==> config.mk <==
export PLATFORM = sky130hd
export DESIGN_NAME = analysis_sequencer
export DESIGN_NICKNAME = d
export VERILOG_FILES = /design/src/rtl/analysis_sequencer.sv
export SDC_FILE = /design/constraint.sdc
export NUM_CORES = 1
export LEC_CHECK = 0
export BUFFER_PORTS_ARGS = -buffer_cell sky130_fd_sc_hd__buf_2
export CORE_MARGIN = 2
export CORE_UTILIZATION = 59
export DETAILED_ROUTE_END_ITERATION = 16
export GPL_TIMING_DRIVEN = 0
export HOLD_SLACK_MARGIN = 0.05
export PLACE_DENSITY_LB_ADDON = 0.2
export SYNTH_ARGS = -nofsm -noshare
export SYNTH_HDL_FRONTEND = slang
export SYNTH_SLANG_ARGS = --single-unit
==> constraint.sdc <==
create_clock -name clk -period 3.7 [get_ports clk]
set_clock_uncertainty 0.05 [all_clocks]
set_input_delay 0.74 -clock clk [delete_from_list [all_inputs] [get_ports clk]]
set_output_delay 0.74 -clock clk [all_outputs]
set_load 0.02 [all_outputs]
==> src/rtl/analysis_sequencer.sv <==
// Measurement-window sequencer: arms on start, accumulates in-range RR intervals,
// hands the window to the final comparator and reports or faults on a ms timeout.
module analysis_sequencer #(
  parameter int N_BEATS    = 8,
  parameter int RR_MIN_MS  = 300,
  parameter int RR_MAX_MS  = 2000,
  parameter int TIMEOUT_MS = 3000
) (
  input  logic        clk,
  input  logic        rst_n,
  input  logic        tick_1ms,
  input  logic        start,
  input  logic        abort,
  input  logic        new_rr,
  input  logic [11:0] rr_interval_ms,
  input  logic        live_flag,
  input  logic        final_done,
  output logic        live_en,
  output logic        final_start,
  output logic [15:0] rr_sum,
  output logic [3:0]  beat_count,
  output logic [3:0]  irregular_count,
  output logic [3:0]  reject_count,
  output logic [2:0]  state,
  output logic        busy,
  output logic        result_valid,
  output logic        timeout_err
);

  typedef enum logic [2:0] {
    IDLE    = 3'd0,
    ARM     = 3'd1,
    MEASURE = 3'd2,
    ANALYZE = 3'd3,
    REPORT  = 3'd4,
    FAULT   = 3'd5
  } state_t;

  localparam logic [11:0] RR_MIN   = 12'(RR_MIN_MS);
  localparam logic [11:0] RR_MAX   = 12'(RR_MAX_MS);
  localparam logic [11:0] TO_LAST  = 12'(TIMEOUT_MS - 1);
  localparam logic [3:0]  LAST_BEAT = 4'(N_BEATS - 1);

  state_t      cur_state;
  state_t      nxt_state;
  logic [11:0] ms_cnt;
  logic        clr_win;
  logic        accept;
  logic        reject;
  logic        cnt_clr;
  logic        cnt_inc;
  logic        fstart;
  logic        in_range;

  assign in_range = (rr_interval_ms >= RR_MIN) && (rr_interval_ms <= RR_MAX);
  assign state    = cur_state;

  // The timeout tick only counts when no new_rr arrives in the same cycle.
  always_comb begin
    nxt_state = cur_state;
    clr_win   = 1'b0;
    accept    = 1'b0;
    reject    = 1'b0;
    cnt_clr   = 1'b0;
    cnt_inc   = 1'b0;
    fstart    = 1'b0;
    if (abort) begin
      nxt_state = IDLE;
    end else begin
      case (cur_state)
        IDLE, REPORT, FAULT: begin
          if (start) begin
            nxt_state = ARM;
            clr_win   = 1'b1;
            cnt_clr   = 1'b1;
          end
        end
        ARM: begin
          if (new_rr) begin
            nxt_state = MEASURE;
            cnt_clr   = 1'b1;
          end else if (tick_1ms) begin
            cnt_inc = 1'b1;
            if (ms_cnt == TO_LAST) nxt_state = FAULT;
          end
        end
        MEASURE: begin
          if (new_rr) begin
            cnt_clr = 1'b1;
            if (in_range) begin
              accept = 1'b1;
              if (beat_count == LAST_BEAT) begin
                nxt_state = ANALYZE;
                fstart    = 1'b1;
              end
            end else begin
              reject = 1'b1;
            end
          end else if (tick_1ms) begin
            cnt_inc = 1'b1;
            if (ms_cnt == TO_LAST) nxt_state = FAULT;
          end
        end
        ANALYZE: begin
          if (final_done) begin
            nxt_state = REPORT;
          end else if (tick_1ms) begin
            cnt_inc = 1'b1;
            if (ms_cnt == TO_LAST) nxt_state = FAULT;
          end
        end
        default: nxt_state = IDLE;
      endcase
    end
  end

  always_ff @(posedge clk) begin
    if (!rst_n) begin
      cur_state       <= IDLE;
      ms_cnt          <= '0;
      rr_sum          <= '0;
      beat_count      <= '0;
      irregular_count <= '0;
      reject_count    <= '0;
      live_en         <= 1'b0;
      final_start     <= 1'b0;
      busy            <= 1'b0;
      result_valid    <= 1'b0;
      timeout_err     <= 1'b0;
    end else begin
      cur_state    <= nxt_state;
      final_start  <= fstart;
      live_en      <= (nxt_state == MEASURE);
      busy         <= (nxt_state == ARM) || (nxt_state == MEASURE) || (nxt_state == ANALYZE);
      result_valid <= (nxt_state == REPORT);
      timeout_err  <= (nxt_state == FAULT);

      if (cnt_clr)      ms_cnt <= '0;
      else if (cnt_inc) ms_cnt <= ms_cnt + 12'd1;

      if (clr_win) begin
        rr_sum          <= '0;
        beat_count      <= '0;
        irregular_count <= '0;
        reject_count    <= '0;
      end else if (accept) begin
        rr_sum     <= rr_sum + {4'd0, rr_interval_ms};
        beat_count <= beat_count + 4'd1;
        if (live_flag) irregular_count <= irregular_count + 4'd1;
      end else if (reject && reject_count != 4'hF) begin
        reject_count <= reject_count + 4'd1;
      end
    end
  end

endmodule

==> results_dict.tcl, run 1 <==
set metrics [dict create \
    start_util_pct 61.7 \
    cts_buffers 5 \
    post_drt_wl_per_cell_um 13.7 \
    critPathLaunchType "input port" \
    drt_pass1_iterations 4 \
    synth_area_leaders "dfxtp_1 36%, ha_1 7.4%, xor2_1 5.5%" \
    postCtsHoldBufs 0 \
    tightestPinTransition_ps 513 \
    hp-class "reg -> reg" \
    synth.net_count 363 \
    cts_setup_buffers 0 \
    yosysSeqAreaShare_pct 35.5 \
    numPortBuffers 55 \
    ir_worst_vdd_mv 0.227 \
    via_per_inst 5.74 \
    die_x_um 71.7 \
    setup_tns_ps 0 \
    ios 56 \
    grt_pass1_wl_um 10000 \
    drive_gt1_share_pct 18.5 \
    cts_tree "built" \
    synth.avg_cell_area_um2 8.30 \
    rsz0062_at_grt "false" \
    outcome "completed" \
    critPathKind "in -> reg" \
    fillers 358 \
    grt_max_degree 16 \
    antenna_found_initial 0 \
    vias 2533 \
    syn-cell-area_um2 2710 \
    cts_sinks 48 \
    critPathCaptureType "flop" \
    dp.final_hpwl_um 4420 \
    fmax_ghz 0.379 \
    fin_nets 425 \
    finalSetupViolations 0 \
    hold_violations 0 \
    cap_violations 0 \
    maxSlewViolCount 0 \
    max_slew_margin_pct 65.8 \
    cts_resized 0 \
    p_leak_nw 1.40 \
    synth_edf_count 0 \
    grt.total_usage_pct 24.2 \
    cts.htree.levels 2 \
    crit_fanout 4 \
    synth_largest_area_cell "dfxtp_1" \
    rows 24 \
    die_h_um 71.7 \
    yosysWarningCount 0 \
    drc 0 \
    wl_um 6050 \
    total_power_uw 934 \
    p_per_area_nw_per_um2 297 \
    ys_ff_latch 48 \
    num_antenna_cells 0 \
    place_congestion 0.824 \
    synth.top_cell.area_share_pct 35.5 \
    die-area_um2 5140 \
    cts_root_buffer "clkbuf_8" \
    cp.required_ps 3890 \
    fin_crit_ps 2640 \
    arrival_ps 2830 \
    drtIter0Drc 165 \
    synth_ff_type "dfxtp_1" \
    synth-async-reset-ratio_pct 0 \
    cts_max_path_buffers 2 \
    grt_pass1_vias 2266 \
    core-area_um2 4380 \
    clk_pin_slew_worst_paths_ps 90 \
    ant_nets 0 \
    clk_latency_ps 300 \
    yosysUniqueCellTypes 50 \
    synthCells 326 \
    area_growth_pct 16.1 \
    fin_crit_sh_pct 71.3 \
    overflow 0 \
]
-- synthesized netlist by cell type (6+ instances only) --
library cell and n:
nor2_1 38, nand4_1 14, ha_1 16, nand2_1 31, a21o_1 6, dfxtp_1 48
nand3_1 18, and3_1 7, xnor2_1 6, o21ai_0 15, a21oi_1 24, inv_1 10
or3_1 8, clkbuf_1 6, xor2_1 17
-- where the power goes --
part | internal (mW) | switching (mW) | total, mW | leakage [nW]
registers | 0.518 | 0.00114 | 0.519 | 0.387
clock network | 0.153 | 0.184 | 0.337 | 0.0516
logic | 0.0280 | 0.0500 | 0.0780 | 0.961
-- area by class of cell --
cell class	instances	area (um^2)	area share, %
plain buffers	11	52.6	1.67
flip-flops and latches	48	961	30.6
multi-input cells	257	1650	52.6
well taps	52	65.1	2.07
inverters	10	37.5	1.19
repair buffers	55	275	8.76
clock inverters	2	13.8	0.438
clock buffers	6	82.6	2.63
-- state kept, by name, summed over array words and instances, names as in the netlist --
signal,flops
timeout_err,1
rr_sum,16
busy,1
result_valid,1
final_start,1
ms_cnt,12
reject_count,4
live_en,1
irregular_count,4
beat_count,4
state,3
-- layout by cell type (no fill, tap or decap), types with 7 or more instances in the layout --
master	count
buf_2	58
dfxtp_1	48
nor2_1	38
nand2_1	31
a21oi_1	24
nand3_1	18
xor2_1	17
ha_1	16
o21ai_0	15
nand4_1	14
inv_1	10
or3_1	8
and3_1	7
-- through the flow --
| stage | hold WS (ps) | instances | worst slack [ps] | area (um^2) | util [%] |
|---|---|---|---|---|---|
| detailed placement | 419 | 433 | 763 | 3050 | 69.5 |
| global placement | 408 | 433 | 810 | 3050 | 69.5 |
| floorplan | 429 | 326 | 1120 | 2710 | - |
| CTS | 433 | 441 | 1090 | 3140 | 71.7 |
| finish | 431 | 441 | 1060 | 3140 | 71.7 |
| global route | 463 | 441 | 921 | 3140 | 71.7 |
-- kinds of logic after synthesis --
kind of cell / Yosys count / share of synthesized area [%]
simple gates: 136 / 25.2
fa+ha+maj: 17 / 8.14
compound gates: 77 / 18.9
flops: 48 / 35.5
buf+inv: 21 / 3.33
mux: 4 / 1.48
xor+xnor: 23 / 7.45
-- worst max-delay path: stages --
cell and delay, ps:
buf_2 100, ha_1 180, inv_1 60, fa_1 400, nor2b_1 180, o31a_1 210, o21ai_0 210, o21a_1 270
or3_1 350, a21oi_1 140
-- worst paths after layout --
path	startpoint	end	slack [ps]	cells past startpoint
worst max-delay path	rr_interval_ms[0]	rr_sum[14]	1060	10
worst min-delay path	rr_sum[2]	rr_sum[2]	430	2
worst max register to register	rr_sum[0]	rr_sum[14]	1220	9
worst min register to register	rr_sum[2]	rr_sum[2]	430	2
-- metal layers --
layer  global-route usage (%)  vias to the layer above  part of all wire, %  routed length, um
met5                        0                        -                    0                  0
met4                     7.34                        0                 0.84                 51
met3                     5.06                        5                  4.7                283
li1                         -                     1296                    -                  -
met1                     32.4                     1175                   48               2900
met2                     39.4                       57                   47               2810
Note: power is estimated with default switching activity, not from simulation.
==> inputs of run 2 (changes only) <==
--- a/config.mk
+++ b/config.mk
@@ -7,7 +7,7 @@
 export LEC_CHECK = 0
 export BUFFER_PORTS_ARGS = -buffer_cell sky130_fd_sc_hd__buf_2
 export CORE_MARGIN = 2
-export CORE_UTILIZATION = 59
+export CORE_UTILIZATION = 55
 export DETAILED_ROUTE_END_ITERATION = 16
 export GPL_TIMING_DRIVEN = 0
 export HOLD_SLACK_MARGIN = 0.05
==> constraint.sdc (replaced) <==
create_clock -name clk -period 2.56 [get_ports clk]
set_clock_uncertainty 0.05 [all_clocks]
set_input_delay 0.512 -clock clk [delete_from_list [all_inputs] [get_ports clk]]
set_output_delay 0.512 -clock clk [all_outputs]
set_load 0.02 [all_outputs]
==> results_dict.tcl, run 2 (synthesis gave the netlist of run 1 again) <==
set metrics [dict create \
    worstHoldStart "rr_sum[3]" \
    drt_pass1_iterations 4 \
    num_antenna_cells 0 \
    seq_power_share_pct 55.7 \
    numPortBuffers 55 \
    reg2reg_from "rr_sum[0]" \
    post_drt_wl_per_cell_um 13.5 \
    cts_tree "built" \
    clk_pin_slew_worst_paths_ps 90 \
    rsz0062_at_grt "false" \
    rows 25 \
    switching_share_pct 24.9 \
    setup_tns_ps 0 \
    final_common_cell "buf_2" \
    utilization_pct 66.9 \
    fin_crit_ps 2410 \
    worst_slack_ps 153 \
    cts_root_buffer "clkbuf_8" \
    fin_crit_sh_pct 94.0 \
    r2r_slack_ps 150 \
    comb_power_share_pct 8.4 \
    largestRegisters "rr_sum (16), ms_cnt (12)" \
    wl_um 6150 \
    layout.cells.non_filler 456 \
    critPathKind "reg -> reg" \
    p_switching_uw 335 \
    overflow 0 \
    hold_depth 2 \
    hold_violations 0 \
    ios 56 \
    vias 2564 \
    die_h_um 74.1 \
    arrival_ps 2590 \
    die-area_um2 5500 \
    cts_buffers 5 \
    ant_nets 0 \
    cts.htree.levels 2 \
    drive_gt1_share_pct 18.5 \
    largest_reg_flops 16 \
    power_frac_clock_pct 35.9 \
    max_slew_margin_pct 65.4 \
    outcome "completed" \
    largest-register "rr_sum" \
    antenna_found_initial 0 \
    total_power_mw 1.35 \
    internal-power_mw 1.01 \
    p_per_area_nw_per_um2 426 \
    final_cell_mix "58 x buf_2, 48 x dfxtp_1, 38 x nor2_1, 31 x nand2_1, 24 x a21oi_1" \
    cap_violations 0 \
    timing.hold.ws_ps 429 \
    via_per_inst 5.62 \
    dpl_worst_slack_ps -137 \
    postCtsHoldBufs 0 \
    critPathLaunchType "flop" \
    rr_worst_depth 9 \
    tightestPinTransition_ps 519 \
    cts_sinks 48 \
    die_x_um 74.1 \
    hold_end "rr_sum[3]" \
    drc 0 \
    drtIter0Drc 157 \
    grt_pass1_wl_um 9850 \
    start_util_pct 57.3 \
    design_area_um2 3160 \
    core-area_um2 4720 \
    grt_max_degree 16 \
    maxSlewViolCount 0 \
    fmax_ghz 0.415 \
    hp-class "reg -> reg" \
    grt.total_usage_pct 22.6 \
    cp.required_ps 2740 \
    ir_worst_vdd_mv 0.285 \
    fin_nets 425 \
    area_growth_pct 16.8 \
    grt_pass1_vias 2217 \
    p_leak_nw 1.40 \
    place_congestion 0.836 \
    critPathCaptureType "flop" \
    cts_max_path_buffers 2 \
    place_inst 448 \
    dp.final_hpwl_um 4520 \
    crit_fanout 4 \
    worstReg2RegEnd "rr_sum[14]" \
    clk_latency_ps 300 \
    finalSetupViolations 0 \
    placed_area_um2 3060 \
]
==> run 2: layer usage <==
metal  GRT usage [%]  vias up  share of wire [%]
met4            4.65        0               0.59
li1                -     1299                  -
met2            36.1       83                 46
met3            5.01        5                6.7
met1            31.6     1177                 46
met5               0        -                  0
==> run 2: timing repair <==
item / CTS / global route
endpoints found under the setup margin: 0 / 2
buffers inserted: 0 / 0
gates resized for setup: 0 / 1
==> run 2: worst max-delay path, stage by stage, from the launching register on <==
cell     delay, ps
dfxtp_1        360
ha_1           200
inv_1           60
fa_1           400
nor2b_1        180
o31a_1         200
o21ai_1        150
o21a_1         240
or3_1          350
a21oi_1        150
==> run 2: power groups by stage <==
stage	logic (mW)	clock network, mW	registers (mW)
floorplan	0.0632	0	0.771
global placement	0.109	0	0.768
detailed placement	0.111	0	0.768
CTS	0.112	0.495	0.750
global route	0.125	0.527	0.751
finish	0.113	0.483	0.750
==> run 2: area by class of cell <==
type | instances | area [um^2]
plain buffers | 11 | 52.6
clock buffers | 6 | 82.6
clock inverters | 2 | 13.8
fillers | 382 | 1560
inverters | 10 | 37.5
multi-input cells | 257 | 1650
flip-flops and latches | 48 | 961
well taps | 67 | 83.8
repair buffers | 55 | 275
==> run 2: worst max path at each step <==
stage	from	to	slack (ps)	cells past startpoint
floorplan	rr_interval_ms[0]	rr_sum[14]	210	9
global placement	rr_interval_ms[0]	rr_sum[14]	-100	10
global route	rr_sum[0]	rr_sum[14]	1	9
finish	rr_sum[0]	rr_sum[14]	150	9
CTS	rr_sum[0]	rr_sum[14]	120	9
detailed placement	rr_interval_ms[0]	rr_sum[14]	-140	10
==> inputs of run 3 (changes only) <==
--- a/config.mk
+++ b/config.mk
@@ -6,8 +6,9 @@
 export NUM_CORES = 1
 export LEC_CHECK = 0
 export BUFFER_PORTS_ARGS = -buffer_cell sky130_fd_sc_hd__buf_2
+export CAP_MARGIN = 20
 export CORE_MARGIN = 2
-export CORE_UTILIZATION = 55
+export CORE_UTILIZATION = 50
 export DETAILED_ROUTE_END_ITERATION = 16
 export GPL_TIMING_DRIVEN = 0
 export HOLD_SLACK_MARGIN = 0.05
==> results_dict.tcl, run 3 (synthesis gave the netlist of run 1 again) <==
set metrics [dict create \
    placed_area_um2 3070 \
    postCtsHoldBufs 0 \
    arrival_ps 2600 \
    overflow 0 \
    maxSlewViolCount 0 \
    numPortBuffers 55 \
    outcome "completed" \
    critPathKind "reg -> reg" \
    multi_input_area_um2 1650 \
    fin_nets 425 \
    grt_pass1_vias 2278 \
    cap_violations 0 \
    hp-class "reg -> reg" \
    core-area_um2 5170 \
    fmax_ghz 0.413 \
    crit_fanout 4 \
    worstHoldStart "rr_sum[4]" \
    cpPeakStageDelay_ps 400 \
    ir_worst_vdd_mv 0.322 \
    hold_end "rr_sum[4]" \
    cts_tree "built" \
    p_per_area_nw_per_um2 423 \
    rows 26 \
    fin_crit_sh_pct 94.6 \
    dp.final_hpwl_um 4650 \
    die-area_um2 6010 \
    reg2reg_from "rr_sum[0]" \
    max_slew_margin_pct 64.8 \
    design_area_um2 3160 \
    area_growth_pct 16.9 \
    die_h_um 77.6 \
    cts_setup_buffers 0 \
    rsz0062_at_grt "false" \
    cts_root_buffer "clkbuf_8" \
    drive_gt1_share_pct 18.3 \
    hold_violations 0 \
    ios 56 \
    rr_worst_depth 9 \
    cp.required_ps 2740 \
    drt_pass1_iterations 4 \
    largest_reg_flops 16 \
    grt_pass1_wl_um 10300 \
    final_cell_mix "58 x buf_2, 48 x dfxtp_1, 38 x nor2_1, 31 x nand2_1, 24 x a21oi_1" \
    cts.htree.levels 2 \
    largest-register "rr_sum" \
    finalSetupViolations 0 \
    fin_crit_ps 2420 \
    critPathCaptureType "flop" \
    place_congestion 0.868 \
    die_x_um 77.6 \
    antenna_found_initial 0 \
    num_antenna_cells 0 \
    seqCellArea_um2 961 \
    worstPathCellList "ha_1, inv_1, fa_1, nor2b_1, o31a_1, o21ai_1, o21a_1, or3_1, a21oi_1" \
    start_util_pct 52.3 \
    final_common_cell "buf_2" \
    timing.hold.ws_ps 426 \
    grt.total_usage_pct 20.9 \
    hold_depth 2 \
    cts_sinks 48 \
    vias 2547 \
    cts_buffers 5 \
    post_drt_wl_per_cell_um 13.4 \
    drtIter0Drc 113 \
    cp_slowest_cell "fa_1" \
    largestRegisters "rr_sum (16), ms_cnt (12)" \
    via_per_inst 5.55 \
    drc 0 \
    tightestPinTransition_ps 528 \
    cts_resized 0 \
    critPathLaunchType "flop" \
    clk_pin_slew_worst_paths_ps 90 \
    ant_nets 0 \
    cts_max_path_buffers 2 \
    grt_max_degree 15 \
    clk_latency_ps 300 \
    worstReg2RegEnd "rr_sum[14]" \
    p_leak_nw 1.39 \
    wl_um 6160 \
    fillers 475 \
    r2r_slack_ps 140 \
]
[run 3: metal layers]
metal / part of all wire, % / track usage (%)
met1: 48 / 28.0
met2: 45 / 33.0
met3: 5.1 / 5.00
met4: 1.7 / 6.79
met5: 0 / 0
[run 3: final cells by class]
cell class | instances | area share [%]
Multi-Input combinational cell | 257 | 52.3
Sequential cell | 48 | 30.4
Timing Repair Buffer | 55 | 8.71
Tap cell | 70 | 2.77
Clock buffer | 7 | 2.73
Buffer | 11 | 1.66
Inverter | 10 | 1.19
Clock inverter | 1 | 0.237
[run 3: how the worst max path moves through the flow]
stage | slack (ps) | to | cells past startpoint | startpoint
finish | 140 | rr_sum[14] | 9 | rr_sum[0]
floorplan | 210 | rr_sum[14] | 9 | rr_interval_ms[0]
global placement | -110 | rr_sum[14] | 10 | rr_interval_ms[0]
detailed placement | -160 | rr_sum[14] | 10 | rr_interval_ms[0]
CTS | 80 | rr_sum[14] | 9 | rr_sum[0]
global route | 30 | rr_sum[14] | 9 | rr_sum[0]
[run 3: where the power goes]
part / switching, mW / total (mW) / internal, mW
registers: 0.00168 / 0.750 / 0.749
logic: 0.0708 / 0.111 / 0.0405
clock network: 0.255 / 0.475 / 0.220
total: 0.328 / 1.34 / 1.01
[run 3: critical path, delay by kind of cell, from the launching register on]
kind / cells / cell delay (ps)
AOI/OAI and AO/OA: 4 / 740
adders and majority gates: 2 / 610
and+or+nand+nor: 2 / 530
DFF: 1 / 370
buffers and inverters: 1 / 60
[run 3: through the flow]
step                std cells  power (mW)  setup slack [ps]  setup TNS [ps]  util [%]
global route              459        1.39              31.1               0      61.1
floorplan                 326       0.834               208               0         -
detailed placement        451       0.878              -162            -271      59.3
CTS                       459        1.35              75.3               0      61.1
global placement          451       0.877              -112            -192      59.3
finish                    459        1.34               139               0      61.1
